==> config.mk <==
export PLATFORM = sky130hd
export DESIGN_NAME = disp_vram_rdslave
export DESIGN_NICKNAME = d
export VERILOG_FILES = /design/src/rtl/disp_axi_pkg.sv /design/src/rtl/disp_rskid2.sv /design/src/rtl/disp_vram_rdslave.sv
export SDC_FILE = /design/constraint.sdc
export NUM_CORES = 1
export LEC_CHECK = 0
export CAP_MARGIN = 0
export CORE_MARGIN = 3
export CORE_UTILIZATION = 37
export CTS_CLUSTER_DIAMETER = 100
export CTS_CLUSTER_SIZE = 14
export DETAILED_ROUTE_END_ITERATION = 10
export GPL_ROUTABILITY_DRIVEN = 0
export HOLD_SLACK_MARGIN = 0.03
export PLACE_DENSITY = 0.6
export SLEW_MARGIN = 20
export SYNTH_ARGS = -nofsm -noshare
export SYNTH_HDL_FRONTEND = slang
export SYNTH_SLANG_ARGS = --single-unit
==> constraint.sdc <==
create_clock -name ACLK -period 6.3 [get_ports ACLK]
set_clock_uncertainty 0.1 [all_clocks]
set_input_delay 0.63 -clock ACLK [delete_from_list [all_inputs] [get_ports ACLK]]
set_output_delay 0.63 -clock ACLK [all_outputs]
set_load 0.01 [all_outputs]
==> src/rtl/disp_axi_pkg.sv <==
// Shared AXI read-side constants and types for the display VRAM slave.
package disp_axi_pkg;

  localparam logic [1:0] RRESP_OKAY   = 2'b00;
  localparam logic [1:0] RRESP_DECERR = 2'b11;

  // One beat is 8 bytes, so the word address starts at byte-address bit 3.
  localparam int BEAT_BYTES = 8;
  localparam int BEAT_SHIFT = 3;

  localparam logic [1:0] ST_IDLE_OH  = 2'b01;
  localparam logic [1:0] ST_BURST_OH = 2'b10;

  typedef enum logic [1:0] {
    S_IDLE  = ST_IDLE_OH,
    S_BURST = ST_BURST_OH
  } state_t;

  function automatic logic [1:0] beat_resp(input logic err);
    return err ? RRESP_DECERR : RRESP_OKAY;
  endfunction

endpackage

==> src/rtl/disp_rskid2.sv <==
// Two-entry FIFO holding returned beats as {data, last, resp}.
// A push on a full FIFO is accepted only when a pop happens in the same cycle.
module disp_rskid2 #(
  parameter int W = 67
) (
  input  logic         ACLK,
  input  logic         ARST,
  input  logic         i_push,
  input  logic [W-1:0] i_din,
  input  logic         i_pop,
  output logic [W-1:0] o_dout,
  output logic [1:0]   o_count,
  output logic         o_full,
  output logic         o_empty
);

  logic [W-1:0] r_ent [2];
  logic         r_wr_ptr;
  logic         r_rd_ptr;
  logic [1:0]   r_count;
  logic         w_pop;
  logic         w_push;

  assign w_pop  = i_pop && (r_count != 2'd0);
  assign w_push = i_push && ((r_count != 2'd2) || w_pop);

  // Storage, pointers and occupancy count.
  always_ff @(posedge ACLK) begin
    if (ARST) begin
      r_ent[0] <= '0;
      r_ent[1] <= '0;
      r_wr_ptr <= 1'b0;
      r_rd_ptr <= 1'b0;
      r_count  <= 2'd0;
    end else begin
      if (w_push) begin
        r_ent[r_wr_ptr] <= i_din;
        r_wr_ptr        <= ~r_wr_ptr;
      end
      if (w_pop) begin
        r_rd_ptr <= ~r_rd_ptr;
      end
      case ({w_push, w_pop})
        2'b10:   r_count <= r_count + 2'd1;
        2'b01:   r_count <= r_count - 2'd1;
        default: r_count <= r_count;
      endcase
    end
  end

  assign o_dout  = r_ent[r_rd_ptr];
  assign o_count = r_count;
  assign o_full  = (r_count == 2'd2);
  assign o_empty = (r_count == 2'd0);

endmodule

==> src/rtl/disp_vram_rdslave.sv <==
// AXI4 INCR read responder backed by a 1-cycle synchronous RAM.
// One burst outstanding; fetches are throttled so that at most two words
// are ever owed to the master (buffered plus in flight from the RAM).
//
// state   | meaning
// S_IDLE  | ARREADY high, waiting for an address
// S_BURST | fetching and returning beats until the RLAST handshake
module disp_vram_rdslave
  import disp_axi_pkg::*;
#(
  parameter int DATA_W = 64,
  parameter int MEM_AW = 16,
  parameter int RD_LAT = 1
) (
  input  logic              ACLK,
  input  logic              ARST,
  input  logic [31:0]       ARADDR,
  input  logic [7:0]        ARLEN,
  input  logic              ARVALID,
  output logic              ARREADY,
  output logic [DATA_W-1:0] RDATA,
  output logic [1:0]        RRESP,
  output logic              RLAST,
  output logic              RVALID,
  input  logic              RREADY,
  output logic [MEM_AW-1:0] MEM_ADDR,
  output logic              MEM_RE,
  input  logic [DATA_W-1:0] MEM_RDATA
);

  localparam int ENT_W = DATA_W + 3;

  state_t            r_state;
  logic              r_arready;
  logic [MEM_AW-1:0] r_addr;
  logic [8:0]        r_fetch_rem;
  logic              r_err;
  logic              r_inflight;
  logic              r_inf_last;
  logic              r_inf_err;

  logic [2:0]        w_occ;
  logic              w_fetch;
  logic [DATA_W-1:0] w_in_data;
  logic              w_in_last;
  logic [1:0]        w_in_resp;
  logic [ENT_W-1:0]  w_in_ent;
  logic [ENT_W-1:0]  w_fifo_dout;
  logic [ENT_W-1:0]  w_head;
  logic [1:0]        w_fifo_count;
  logic              w_fifo_full;
  logic              w_fifo_empty;
  logic              w_push;
  logic              w_pop;
  logic              w_rhs;
  logic              w_unused;

  // Byte offset is ignored; the full flag is redundant with the count-based throttle.
  assign w_unused = ^{ARADDR[2:0], w_fifo_full};

  // Words owed to the master must stay within the RAM pipeline depth plus one.
  assign w_occ   = {1'b0, w_fifo_count} + {2'b00, r_inflight};
  assign w_fetch = !ARST && (r_state == S_BURST) && (r_fetch_rem != 9'd0)
                   && (w_occ < 3'(RD_LAT + 1));

  // Decode-error bursts run the same fetch cadence but never touch the RAM.
  assign MEM_RE   = w_fetch && !r_err;
  assign MEM_ADDR = r_addr;

  assign w_in_data = (r_inflight && !r_inf_err) ? MEM_RDATA : '0;
  assign w_in_last = r_inflight && r_inf_last;
  assign w_in_resp = r_inflight ? beat_resp(r_inf_err) : RRESP_OKAY;
  assign w_in_ent  = {w_in_data, w_in_last, w_in_resp};

  // Returning word bypasses an empty FIFO so RVALID follows MEM_RE by one cycle;
  // it is buffered only if it cannot be handed over immediately.
  assign RVALID = !w_fifo_empty || r_inflight;
  assign w_head = w_fifo_empty ? w_in_ent : w_fifo_dout;
  assign RDATA  = w_head[ENT_W-1:3];
  assign RLAST  = w_head[2];
  assign RRESP  = w_head[1:0];

  assign w_rhs  = RVALID && RREADY;
  assign w_push = r_inflight && !(w_fifo_empty && RREADY);
  assign w_pop  = w_rhs && !w_fifo_empty;

  assign ARREADY = r_arready && !ARST;

  disp_rskid2 #(.W(ENT_W)) u_rskid (
    .ACLK    (ACLK),
    .ARST    (ARST),
    .i_push  (w_push),
    .i_din   (w_in_ent),
    .i_pop   (w_pop),
    .o_dout  (w_fifo_dout),
    .o_count (w_fifo_count),
    .o_full  (w_fifo_full),
    .o_empty (w_fifo_empty)
  );

  // Burst FSM, fetch address/down-counter and in-flight tracking.
  always_ff @(posedge ACLK) begin
    if (ARST) begin
      r_state     <= S_IDLE;
      r_arready   <= 1'b1;
      r_addr      <= '0;
      r_fetch_rem <= 9'd0;
      r_err       <= 1'b0;
      r_inflight  <= 1'b0;
      r_inf_last  <= 1'b0;
      r_inf_err   <= 1'b0;
    end else begin
      r_inflight <= w_fetch;
      r_inf_last <= w_fetch && (r_fetch_rem == 9'd1);
      r_inf_err  <= w_fetch && r_err;
      if (w_fetch) begin
        r_addr      <= r_addr + 1'b1;
        r_fetch_rem <= r_fetch_rem - 9'd1;
      end
      case (r_state)
        S_IDLE: begin
          r_arready <= 1'b1;
          if (ARVALID && r_arready) begin
            r_addr      <= ARADDR[MEM_AW+BEAT_SHIFT-1:BEAT_SHIFT];
            r_fetch_rem <= {1'b0, ARLEN} + 9'd1;
            r_err       <= |ARADDR[31:MEM_AW+BEAT_SHIFT];
            r_arready   <= 1'b0;
            r_state     <= S_BURST;
          end
        end
        S_BURST: begin
          if (w_rhs && RLAST) begin
            r_arready <= 1'b1;
            r_state   <= S_IDLE;
          end
        end
        default: begin
          r_arready <= 1'b1;
          r_state   <= S_IDLE;
        end
      endcase
    end
  end

endmodule
Yosys cells after proc, flatten, opt, wreduce, memory -nomap -nowiden
Memories as Yosys holds them, arrays and structs flattened. A register that Yosys moved wholly into a read port is not among the register bits.
Index checks and enable logic that the tools add are counted.
{"block": "op_classes", "n_bitwise": 2, "n_lt_le_gt_ge": 1, "muxes": 27, "n_reduce_logical": 32, "eq_ne": 8, "addsub": 6}
{"op": "67-bit 2-to-1 mux", "n": 2}
{"op": "67-bit OR reduction", "n": 1}
{"op": "64-bit 2-to-1 mux", "n": 1}
{"op": "16-bit 2-to-1 mux", "n": 3}
{"op": "9-bit 2-to-1 mux", "n": 3}
{"op": "1-bit logical AND", "n": 17}
{"op": "16-bit by 1-bit adder with 16-bit output (second input constant)", "n": 1}
{"op": "13-bit OR reduction", "n": 1}
{"op": "1-bit 2-to-1 mux", "n": 11}
{"op": "8-bit by 1-bit adder with 9-bit output (second input constant)", "n": 1}
{"op": "9-bit by 1-bit equality test with 1-bit output (second input constant)", "n": 1}
{"op": "9-bit nonzero test", "n": 1}
{"op": "9-bit by 1-bit subtractor with 9-bit output (second input constant)", "n": 1}
{"op": "2-bit 2-to-1 mux", "n": 4}
{"op": "2-bit one-hot mux with 2 select lines", "n": 2}
{"op": "1-bit zero test", "n": 5}
{"op": "2-bit by 1-bit equality test with 1-bit output (second input constant)", "n": 2}
{"op": "2-bit equality test (second input constant)", "n": 2}
{"op": "2-bit != test (second input constant)", "n": 2}
{"op": "2-bit AND reduction", "n": 2}
{"op": "2-bit nonzero test", "n": 2}
{"op": "2-bit by 1-bit adder with 3-bit output", "n": 1}
{"op": "3-bit by 2-bit < comparator with 1-bit output (second input constant)", "n": 1}
{"op": "2-bit by 1-bit adder with 2-bit output (second input constant)", "n": 1}
{"op": "other kinds (6)", "n": 8}
{"block": "word_totals", "register_bits": 36, "n_memories": 1, "inputBits": 108, "word_cells": 88, "mem_bits_rw": 134, "output_inout_bits": 86}
{"name": "u_rskid.r_ent", "words": 2, "width": 67, "read_ports": 1, "rd_ports_with_merged_regs": 1, "wr": 2, "line_no": "disp_rskid2.sv:17", "text": "logic [W-1:0] r_ent [2];"}

Depth between registers and ports, before layout
Gate-level depths: netlist of the first run.
{"block": "logic_depth", "depth_word": 13, "depth_mapped": 8, "ltp_nobuf": 8}

Hierarchy
Synthesis of the first run repeated with hierarchy kept, for this count alone.
{"block": "hier_totals", "hier_cells": 757, "hier_area_um2": 9096.2}
{"mod": "disp_rskid2", "area_each_um2": 6045.8, "instances": 1, "cells_per_inst": 389, "seq_area_each_um2": 4124.0}
{"mod": "disp_vram_rdslave", "area_each_um2": 3050.4, "instances": 1, "cells_per_inst": 368, "seq_area_each_um2": 640.6}

Worst setup path after synthesis of the first run
Ideal clock, no wire load.
{"block": "synth_path", "path_kind": "in2reg", "startpoint": "input port RREADY", "endpoint": "memory u_rskid.r_ent[0][0] (enable)", "n_path_buf": 0, "required_ns": 5.696, "path_slack_ns": 1.705, "stages": 3, "arrival_ns": 3.991, "setup_time_ns": 0.504, "path_cell_list": "xnor2_1 o21ai_1 o21bai_1"}
{"element": "start: declaration", "line_no": "disp_vram_rdslave.sv:25", "text": "input logic RREADY,"}
{"element": "end: declaration", "line_no": "disp_rskid2.sv:17"}

Worst setup path in the final report of the first run
{"block": "layout_path", "startpoint": "register u_rskid.r_count[0] (netlist: u_rskid.o_count[0])", "endpoint": "output port RRESP[0]"}
{"block": "layout_via", "elab_chain_cells": 2}
{"element": "start: declaration", "line_no": "disp_rskid2.sv:20", "text": "logic [1:0] r_count;"}
{"element": "start signal: assignment", "line_no": "disp_rskid2.sv:44", "text": "2'b10: r_count <= r_count + 2'd1;"}
{"element": "start signal: assignment", "line_no": "disp_rskid2.sv:45", "text": "2'b01: r_count <= r_count - 2'd1;"}
{"element": "start signal: assignment", "line_no": "disp_rskid2.sv:46", "text": "default: r_count <= r_count;"}
{"element": "2-bit zero test", "line_no": "disp_rskid2.sv:54", "text": "assign o_empty = (r_count == 2'd0);"}
{"element": "67-bit 2-to-1 mux", "line_no": "disp_vram_rdslave.sv:78", "text": "assign w_head = w_fifo_empty ? w_in_ent : w_fifo_dout;"}
{"element": "end: declaration", "line_no": "disp_vram_rdslave.sv:22", "text": "output logic [1:0] RRESP,"}
No other way between the ends.

==> results of run 1 <==
==> flip-flops by register name, indices dropped and copies added (netlist names), named ones only <==
| signal | cells |
|---|---|
| r_err | 1 |
| r_fetch_rem | 9 |
| u_rskid.r_rd_ptr | 1 |
| u_rskid.r_ent | 132 |
| r_state | 2 |
| u_rskid.o_count | 2 |
| u_rskid.r_wr_ptr | 1 |
| r_inf_err | 1 |
| r_inflight | 1 |
| r_arready | 1 |
| MEM_ADDR | 16 |
| r_inf_last | 1 |
==> logic make-up after synthesis <==
logic type,count (synthesis),synth area share
XOR/XNOR,28,0.02986
multiplexers,2,0.002437
AND/OR/NAND/NOR,374,0.2145
AO/OA/AOI/OAI,173,0.1380
flip-flops,169,0.5727
adder cells (fa/ha/maj),5,0.007616
buffers and inverters,67,0.03488
==> placed cells by master (no fill, tap or decap), types with 3 or more instances in the layout <==
cell	count
a211oi_1	88
a21oi_1	70
a311oi_1	4
and3_1	7
and4_1	3
buf_4	8
clkbuf_16	17
clkdlybuf4s50_1	190
clkinv_4	3
clkinvlp_4	3
dfxtp_1	36
edfxtp_1	132
ha_1	5
inv_1	4
inv_6	4
nand2_1	74
nand3_1	12
nand4_1	5
nor2_1	163
nor2b_1	68
nor3_1	8
nor4_1	9
o21ai_0	4
or3_1	6
xnor2_1	21
xor2_1	7
==> where the power goes <==
group          switching, mW  total (mW)  internal, mW
combinational          0.130       0.279         0.149
sequential            0.0305        1.28          1.25
clock                  0.446        1.00         0.555
==> area by class of cell <==
type / count / area (µm²) / share of cell area
flip-flops and latches: 169 / 4708 / 0.4322
multi-input cells: 582 / 3264 / 0.2996
repair buffers: 199 / 1989 / 0.1826
clock buffers: 18 / 429.2 / 0.03939
well taps: 275 / 344.1 / 0.03158
clock inverters: 14 / 140.1 / 0.01286
inverters: 5 / 18.77 / 0.001723
==> worst paths after layout <==
path | from | cells after the start | slack [ns] | end
worst max-delay path | u_rskid.o_count[0] | 5 | 2.47 | RRESP[0]
worst min-delay path | u_rskid.r_rd_ptr | 2 | 0.41 | flip-flop
worst min register to register | u_rskid.r_rd_ptr | 2 | 0.41 | flip-flop
worst max register to register | u_rskid.o_count[1] | 4 | 3.61 | u_rskid.r_ent[0][33]
==> worst register-to-register path, cell delays in order, from the launching register on <==
cell	delay [ns]
dfxtp_1	0.50
xnor2_1	0.16
o21ai_1	0.18
o21bai_4	0.75
buf_4	0.63
==> per-stage QoR <==
| step | hold WS, ns | worst slack [ns] | power [mW] | std cells | cell area, µm² |
|---|---|---|---|---|---|
| 2_1_floorplan | 0.3713 | 1.705 | 1.429 | 818 | 8214 |
| 3_3_place_gp | 0.3987 | 2.619 | 1.580 | 1229 | 10300 |
| 3_5_place_dp | 0.3974 | 2.647 | 1.582 | 1229 | 10300 |
| 4_1_cts | 0.4083 | 2.323 | 2.583 | 1261 | 10870 |
| 5_1_grt | 0.4206 | 2.247 | 2.666 | 1262 | 10890 |
| 6_report | 0.4096 | 2.469 | 2.557 | 1262 | 10890 |
==> layer usage <==
metal  wire length (µm)  track usage
met1               9356       0.2289
met2               9176       0.2634
met3               1331      0.04534
met4                188      0.03659
met5                  0            0
==> flow_summary.toml, run 1 <==
[clocking]
cts_setup_buffers = 0
cts_hold_buf = 0
clock_latency_ns = 0.42
cts-resized-gates = 0
cts_inserted_buffers = 17
cts_tree = "done"
path_clk_slew_ns = 0.07
cts-root-buf = "clkbuf_16"
clkSinkCount = 169
ctsHtreeMaxLevel = 4
clock_path_buffers = 2

[die]
dieHeight_um = 155.0
die_w_um = 155.0
pin_count = 194
initial_utilization = 0.3835
rows = 53
core_area_um2 = 21420
dieArea_um2 = 24020

[timing]
relSlewSlack = 0.3322
max_freq_ghz = 0.2610
rsz0062_at_grt = "false"
hold_viol_final = 0
tns_ns = 0
setup_viol = 0
drv_slew = 0
tightest_slew_ns = 1.002
period_share = 0.6081
min_period_ns = 3.831

[worst_setup_path]
cpPeakStageDelay_ns = 0.74
slowest_stage = "nor2_4"
end_kind = "output port"
critPathMaxFanout = 45
crit_required_ns = 5.57
cp_cell_sequence = "nor2_4 -> buf_4 -> a211oi_1 -> a21oi_1 -> clkdlybuf4s50_1"
path_delay_family = "buffers and inverters"
critical_path_buf_inv_count = 2
critPathKind = "reg -> out"
startpoint_type = "flip-flop"
arrival_ns = 3.10

[layout]
nets = 1087
drive_gt1_frac = 0.05268
final_util = 0.5086
area_growth_pct = 32.63
diodes = 0
nFillCells = 1985

[synthesis]
synth-edff-count = 132
ys_ff_latch = 169
syn_area_per_cell_um2 = 10.04
yosysMostFrequentCell = "nor2_1"
netlist.area_leader.share = 0.4826
yosys_warnings = 0
ys_types = 44
synthFlopType = "edfxtp_1"
ys_seq_area_frac = 0.5727
ys_async_sr_fraction = 0
synth_common_cells = "164 x nor2_1, 132 x edfxtp_1, 88 x a211oi_1"
syn_inst = 818
synth_nets = 931
synth_area_um2 = 8214
synth_top_area_cell = "edfxtp_1"
synthTopCellsByArea = "edfxtp_1 48%, dfxtp_1 9.0%, a211oi_1 8.0%"

[grt]
grt_max_degree = 93
first_global_vias = 6268
grt_pass1_wl_mm = 32.57
antenna_found_initial = 0
overflow = 0
grt.total_usage = 0.1660

[detailed_routing]
via_per_inst = 5.085
drtIter0Drc = 328
drc = 0
vias = 6417
wl_per_cell_um = 15.89
ant_nets = 0
drt-total-wl_mm = 20.05
drtPass1Iterations = 4

[flow_run]
maxCapViolCount = 0

[power_and_ir_drop]
power_density_nw_per_um2 = 234.7
p_leak_nw = 3.534
peakVddDrop_v = 0.0001714

[place]
dp_hpwl_mm = 12.46
portBuffers = 190

[worst_hold_path]
min-delay-path-class = "reg -> reg"

[outcome]
status = "complete, no violations"
Power figures use the tool's default switching activity.
==> run 2, diff against run 1 <==
==> constraint.sdc (replaced) <==
create_clock -name ACLK -period 3.71 [get_ports ACLK]
set_clock_uncertainty 0.1 [all_clocks]
set_input_delay 0.371 -clock ACLK [delete_from_list [all_inputs] [get_ports ACLK]]
set_output_delay 0.371 -clock ACLK [all_outputs]
set_load 0.01 [all_outputs]
==> flow_summary.toml, run 2 (synthesized netlist as in run 1, its figures left out) <==
[outcome]
status = "complete, no violations"

[timing]
max_freq_ghz = 0.3193
hold_viol_final = 0
setup_viol = 0
period_share = 0.8440
relSlewSlack = 0.4170
min_period_ns = 3.131
fin_ws_ns = 0.5786
tns_ns = 0
tightest_slew_ns = 0.8745
drv_slew = 0
rsz0062_at_grt = "false"

[detailed_routing]
wl_met2_mm = 9.786
drtIter0Drc = 265
drtPass1Iterations = 4
met3_length_mm = 1.293
drt-total-wl_mm = 20.19
via_per_inst = 5.138
vias = 6515
top_layer = "met4"
ant_nets = 0
wl_met1_mm = 8.909
drc = 0
wl_per_cell_um = 15.92

[layout]
mostFrequentLayoutCells = "190 x clkdlybuf4s50_1, 163 x nor2_1, 132 x edfxtp_1"
largest_reg_flops = 132
area_growth_pct = 34.30
diodes = 0
nets = 1093
drive_gt1_frac = 0.05841
fin_cells = 1268
final_common_cell = "clkdlybuf4s50_1"
largest-register = "u_rskid.r_ent"

[worst_setup_path]
end_kind = "output port"
arrival_ns = 2.66
critPathKind = "reg -> out"
crit_required_ns = 3.24
crit_end = "MEM_RE"
setup.worst_path.start = "r_fetch_rem[0]"
rr_endpoint = "u_rskid.r_ent[1][38]"
reg2reg_depth = 6
rr_startpoint = "u_rskid.o_count[1]"
critPathMaxFanout = 7
startpoint_type = "flip-flop"
r2r_slack_ns = 1.27

[clocking]
cts-root-buf = "clkbuf_16"
cts_setup_buffers = 0
cts_hold_buf = 0
cts_tree = "done"
cts_inserted_buffers = 17
path_clk_slew_ns = 0.07
clock_path_buffers = 2
clkSinkCount = 169
clock_latency_ns = 0.42
ctsHtreeMaxLevel = 4
cts-resized-gates = 0

[power_and_ir_drop]
power_density_nw_per_um2 = 405.3
finalPower_mw = 4.471
peakVddDrop_v = 0.0003223
p_leak_nw = 3.609

[die]
pin_count = 194
initial_utilization = 0.3835
die_w_um = 155.0
rows = 53
dieHeight_um = 155.0
dieArea_um2 = 24020
core_area_um2 = 21420

[grt]
overflow = 0
grt_pass1_wl_mm = 32.33
grt_max_degree = 87
antenna_found_initial = 0
grt.total_usage = 0.1668
first_global_vias = 6288

[place]
portBuffers = 190
place_ws_ns = 0.8678
dp_hpwl_mm = 13.12
place_inst = 1236

[worst_hold_path]
min-delay-path-class = "reg -> reg"

[flow_run]
maxCapViolCount = 0
-- run 2: cell count changes in the layout (fill, tap and decap cells not counted), sizes merged --
cell	previous run	this run
clkinvlp	3	2
clkbuf	18	17
clkinv	4	3
inv	11	12
bufinv	1	3
buf	9	15
-- run 2: critical path, cell delays in order (launching register included) --
cell	delay [ns]
dfxtp_1	0.35
inv_1	0.07
ha_1	0.25
nor3b_1	0.35
nand3_1	0.32
nand2_1	0.33
nor2_1	0.08
clkdlybuf4s50_1	0.49
-- run 2: stage by stage --
| step | instance area (µm²) | utilization | hold slack [ns] |
|---|---|---|---|
| 6_report | 11030 | 0.5150 | 0.4139 |
| 5_1_grt | 11030 | 0.5150 | 0.4326 |
| 4_1_cts | 11030 | 0.5150 | 0.4197 |
| 3_5_place_dp | 10420 | 0.4865 | 0.3993 |
| 3_3_place_gp | 10420 | 0.4865 | 0.3959 |
| 2_1_floorplan | 8218 | - | 0.3713 |
-- run 2: layout make-up --
type / instances / area (µm²)
multi-input combinational: 582 / 3261
sequential: 169 / 4708
clock inverter: 15 / 185.2
tap: 275 / 344.1
fill: 2034 / 10390
timing repair buffer: 205 / 2090
clock buffer: 17 / 425.4
inverter: 5 / 18.77
-- run 2: worst min-delay path by stage --
stage                startpoint               end  slack (ns)  cells past startpoint
2_1_floorplan    r_fetch_rem[1]    r_fetch_rem[1]        0.37                      2
3_3_place_gp     r_fetch_rem[1]    r_fetch_rem[1]        0.40                      2
3_5_place_dp   u_rskid.r_rd_ptr         flip-flop        0.40                      2
4_1_cts        u_rskid.r_rd_ptr         flip-flop        0.42                      2
5_1_grt              ARADDR[13]      MEM_ADDR[10]        0.43                      3
6_report       u_rskid.r_rd_ptr  u_rskid.r_rd_ptr        0.41                      2
-- run 2: power breakdown --
group / leakage, nW / internal, mW / switching, mW
Combinational: 1.65 / 0.260 / 0.220
Sequential: 1.67 / 2.12 / 0.0551
Clock: 0.293 / 1.07 / 0.747
Total: 3.61 / 3.45 / 1.02
-- run 2: routing by layer --
metal | vias up | global-route usage
met5 | - | 0
met2 | 180 | 0.2791
met1 | 3065 | 0.2203
met4 | 0 | 0.03995
li1 | 3255 | -
met3 | 15 | 0.03922
==> run 3, diff against run 2 <==
--- a/config.mk
+++ b/config.mk
@@ -13,7 +13,7 @@
 export DETAILED_ROUTE_END_ITERATION = 10
 export GPL_ROUTABILITY_DRIVEN = 0
 export HOLD_SLACK_MARGIN = 0.03
-export PLACE_DENSITY = 0.6
+export PLACE_DENSITY = 0.63
 export SLEW_MARGIN = 20
 export SYNTH_ARGS = -nofsm -noshare
 export SYNTH_HDL_FRONTEND = slang
==> constraint.sdc (replaced) <==
create_clock -name ACLK -period 2.6 [get_ports ACLK]
set_clock_uncertainty 0.1 [all_clocks]
set_input_delay 0.26 -clock ACLK [delete_from_list [all_inputs] [get_ports ACLK]]
set_output_delay 0.26 -clock ACLK [all_outputs]
set_load 0.01 [all_outputs]
==> flow_summary.toml, run 3 (synthesized netlist as in run 1, its figures left out) <==
[detailed_routing]
ant_nets = 0
drc = 0
drt-total-wl_mm = 21.72
drtPass1Iterations = 5
via_per_inst = 5.160
wl_per_cell_um = 16.84
drtIter0Drc = 322
vias = 6657

[timing]
setup_viol = 0
whs_ns = 0.3333
period_share = 0.9403
fin_ws_ns = 0.1552
tns_ns = 0
hold_viol_final = 0
rsz0062_at_grt = "false"
min_period_ns = 2.445
drv_slew = 0
max_freq_ghz = 0.4090
tightest_slew_ns = 0.4690
relSlewSlack = 0.6853

[layout]
mostFrequentLayoutCells = "163 x nor2_1, 132 x edfxtp_1, 124 x clkdlybuf4s50_1"
largest_reg_flops = 132
nFillCells = 1921
area_growth_pct = 40.35
final_common_cell = "nor2_1"
drive_gt1_frac = 0.08768
largest-register = "u_rskid.r_ent"
diodes = 0
nets = 1116

[worst_setup_path]
path_delay_family = "buffers and inverters"
startpoint_type = "flip-flop"
end_kind = "output port"
crit_required_ns = 2.24
slowest_stage = "clkdlybuf4s50_1"
cpPeakStageDelay_ns = 0.58
cp_cell_sequence = "nor2_4 -> bufbuf_16 -> a21oi_2 -> clkdlybuf4s50_1"
critPathKind = "reg -> out"
critPathMaxFanout = 28
arrival_ns = 2.08
critical_path_buf_inv_count = 2

[die]
core_area_um2 = 21420
die_w_um = 155.0
initial_utilization = 0.3835
dieHeight_um = 155.0
rows = 53
pin_count = 194
dieArea_um2 = 24020

[grt]
first_global_vias = 6326
grt_pass1_wl_mm = 33.11
grt_max_degree = 47
grt.total_usage = 0.1730
antenna_found_initial = 0
overflow = 0

[clocking]
clock_path_buffers = 2
clock_latency_ns = 0.42
cts-root-buf = "clkbuf_16"
cts_hold_buf = 0
ctsHtreeMaxLevel = 4
cts_inserted_buffers = 17
path_clk_slew_ns = 0.07
clkSinkCount = 169
cts_tree = "done"

[place]
place_ws_ns = 0.2542
portBuffers = 190
dp_hpwl_mm = 13.55

[flow_run]
maxCapViolCount = 0

[worst_hold_path]
min-delay-path-class = "in -> reg"

[power_and_ir_drop]
power_density_nw_per_um2 = 542.5
p_leak_nw = 4.984
peakVddDrop_v = 0.0004552

[outcome]
status = "complete, no violations"
-- run 3: timing repair --
action	CTS	global route
cloned	3	2
gates resized for setup	6	68
buffers inserted	3	3
setup endpoints to repair	67	62
pin swaps	1	0
-- run 3: final cells by class --
class,instances,area (µm²),share of cell area
multi-input combinational,582,3276,0.2841
inverter,5,18.77,0.001628
clock inverter,14,148.9,0.01292
timing repair buffer,228,2604,0.2259
tap,275,344.1,0.02985
clock buffer,17,425.4,0.03690
sequential,169,4712,0.4087
-- run 3: worst reg2reg max path, stage by stage (launching register included) --
cell and delay, ns:
dfxtp_1 0.39, inv_1 0.06, ha_1 0.26, nor3b_2 0.19, and3_1 0.32, nor4_1 0.40
xnor2_1 0.11, a211oi_1 0.25
-- run 3: worst paths after layout --
path	slack [ns]	to	cells after the start	from
hold / removal	0.33	MEM_ADDR[3]	3	ARADDR[6]
setup reg to reg	0.42	MEM_ADDR[14]	7	r_fetch_rem[0]
hold reg to reg	0.42	r_fetch_rem[1]	2	r_fetch_rem[1]
setup / recovery	0.16	RRESP[0]	4	u_rskid.o_count[0]
-- run 3: where the power goes --
part           total (mW)  internal (mW)  switching (mW)
combinational       0.715          0.389           0.326
sequential           3.10           3.02          0.0754
clock                2.44           1.42            1.03
-- run 3: per-layer routing --
metal,GRT usage,wire length [µm],up-vias
li1,-,-,3291
met1,0.2309,9690,3162
met3,0.04172,1374,19
met4,0.04836,219,0
met2,0.2827,10440,185
met5,0,0,-
-- run 3: metrics by stage --
step | power, mW | std cells | util | cell area [µm²]
2_1_floorplan | 3.459 | 818 | - | 8220
4_1_cts | 6.310 | 1285 | 0.5258 | 11260
3_3_place_gp | 3.850 | 1248 | 0.4931 | 10560
5_1_grt | 6.487 | 1290 | 0.5382 | 11530
6_report | 6.255 | 1290 | 0.5382 | 11530
3_5_place_dp | 3.856 | 1248 | 0.4931 | 10560
==> RTL edit (config.mk and constraints of run 2) <==
Set the parameter `DATA_W` to 72 (it was 64).
--- a/src/rtl/disp_vram_rdslave.sv
+++ b/src/rtl/disp_vram_rdslave.sv
@@ -8,7 +8,7 @@
 module disp_vram_rdslave
   import disp_axi_pkg::*;
 #(
-  parameter int DATA_W = 64,
+  parameter int DATA_W = 72,
   parameter int MEM_AW = 16,
   parameter int RD_LAT = 1
 ) (
Interface: changed (resized MEM_RDATA and RDATA); port bits go from 194 to 210. The function was not compared with the original's and may differ.
==> RTL edit against run 2 <==
- count of clock-buffer cells in the layout up 1
- synthesized area up 12%
- cell area up 10%
- routed wire length up 17%
- sequential power up 9.2%
- largest power group unchanged
- highest routed layer is now met5
- sequential cell count up 16
- power up 4.7%
- setup slack worse by 140 ps
==> RTL edit: results (changes against run 2) <==
Top_reg_cell synth: edfxtp_1
Largest net degree at the start of global routing: 86 (-1.1%)
Drt via density: 5.192 (+1.1%)
Synth Area in Adders: 0.5422% (-0.22 points)
Post-synth EDFFs: 148 (+12%)
Xor-xnor portion of the synthesized cell area: 0.6642% (-2.3 points)
Drt wl/cell: 16.55 microns (+4.0%)
Multiplexer share of the synthesized area: 0.4338% (+0.19 points)
Peak supply drop: 0.2100 mV (-35%)
Layout Cells excl Fill: 1,430 (+13%)
Cell internal pwr: 3.533 mW (+2.4%)
# nets final: 1,212 (+11%)
Commonest cells in the synthesized netlist: nor2_1, edfxtp_1, nand2_1
First-pass GRT wire length: 37,440 microns (+16%)
HPWL after DPL: 15,100 microns (+15%)
Layout cell share with drive strength beyond 1: 5.611% (-0.23 points)
Initial DRC count: 369 (+39%)
Largest stage delay, worst path: 640 ps (+150 ps)
Clock Latency Late Sink: 440 ps (+20 ps)
Worst-Margin Slew: 928.6 ps (+54.08 ps)
Clock Pin Slew Worst Setup and Hold Paths: 80 ps
Critical path's top delay family: buffers and inverters
Synth Area in Compound Gates: 14.86% (+1.1 points)
Outcome: finished clean
Avg Inst Size Synth: 9.936 sq um (-1.1%)
# port buffers: 206 (+8.4%)
Top cells by area, synth: edfxtp_1, dfxtp_1, nor2_1
Seq/Total Area, Yosys: 56.17% (-1.1 points)
CP max FO: 42 (+35)
GRT Overall Usage: 17.59% (+0.91 points)
Max FFs per register: 148 (+12%)
Slowest cell on the critical path: nor2b_4
Pleak: 3.979 nW (+10%)
Count of cell types in the netlist: 52 (+18%)
Initial antenna violation count: 1 (+1)
Vias in the first global route: 7,165 (+14%)
Post-synthesis net count: 1,049 (+13%)
Critical Path AT: 2800 ps (+140 ps)
## RTL edit: cell types whose count changed in the layout (fill, tap and decap cells not counted), sizes merged, moves of 7 or more
cell | run 2 | this run
o31ai | 0 | 8
a21oi | 70 | 79
xnor2 | 21 | 2
nand2 | 76 | 85
nor2 | 164 | 180
or4 | 2 | 10
o31a | 0 | 7
nor2b | 69 | 79
a311oi | 4 | 14
a211oi | 89 | 76
edfxtp | 132 | 148
clkdlybuf4s50 | 190 | 206
## RTL edit: path summary, 6_finish.rpt
check                                        start                    to  slack [ps]  cells past startpoint
worst max register to register  u_rskid.o_count[1]  u_rskid.r_ent[1][39]         950                      5
worst min-delay path                r_fetch_rem[8]        r_fetch_rem[8]         410                      2
worst max-delay path                    r_inflight             RDATA[48]         440                      5
worst min register to register      r_fetch_rem[8]        r_fetch_rem[8]         410                      2
## RTL edit: routing by layer
metal	vias to the layer above	track usage [%]	wire length, microns	part of all wire, %
li1	3705	-	-	-
met1	3509	22.84	10770	45
met2	183	29.08	11000	46
met3	26	4.767	1542	6.5
met4	2	4.806	345	1.5
met5	-	0	13	0.055
## RTL edit: final cells by class
class | instances | area [sq um]
timing repair buffer | 225 | 2305
clock buffer | 18 | 429.2
antenna | 1 | 2.502
clock inverter | 14 | 161.4
sequential | 185 | 5189
inverter | 7 | 26.28
fill | 2288 | 12210
tap | 324 | 405.4
multi-input combinational | 656 | 3660
## RTL edit: cells by family after synthesis
logic type	count (synthesis)
multiplexers	4
AND/OR/NAND/NOR	434
adder cells (fa/ha/maj)	4
XOR/XNOR	7
flip-flops	185
buffers and inverters	88
AO/OA/AOI/OAI	207
## RTL edit: worst register-to-register path, stage by stage, from the launching register on
cell     delay (ps)
dfxtp_1         600
xnor2_1         120
o21ai_0         510
or3b_2          270
buf_4           720
nor2_1          160
## RTL edit: power by group through the flow
stage / Sequential (mW) / Combinational, mW / Clock (mW)
floorplan: 2.42 / 0.229 / 0
global placement: 2.42 / 0.492 / 0
detailed placement: 2.42 / 0.494 / 0
CTS: 2.37 / 0.497 / 1.85
global route: 2.38 / 0.540 / 1.94
finish: 2.37 / 0.493 / 1.81
## RTL edit: metrics by stage
step	instance area (sq um)	setup WS, ps
floorplan	9234	244.3
global placement	11580	712.8
detailed placement	11580	626.9
CTS	12180	389.6
global route	12180	236.8
finish	12180	436.9
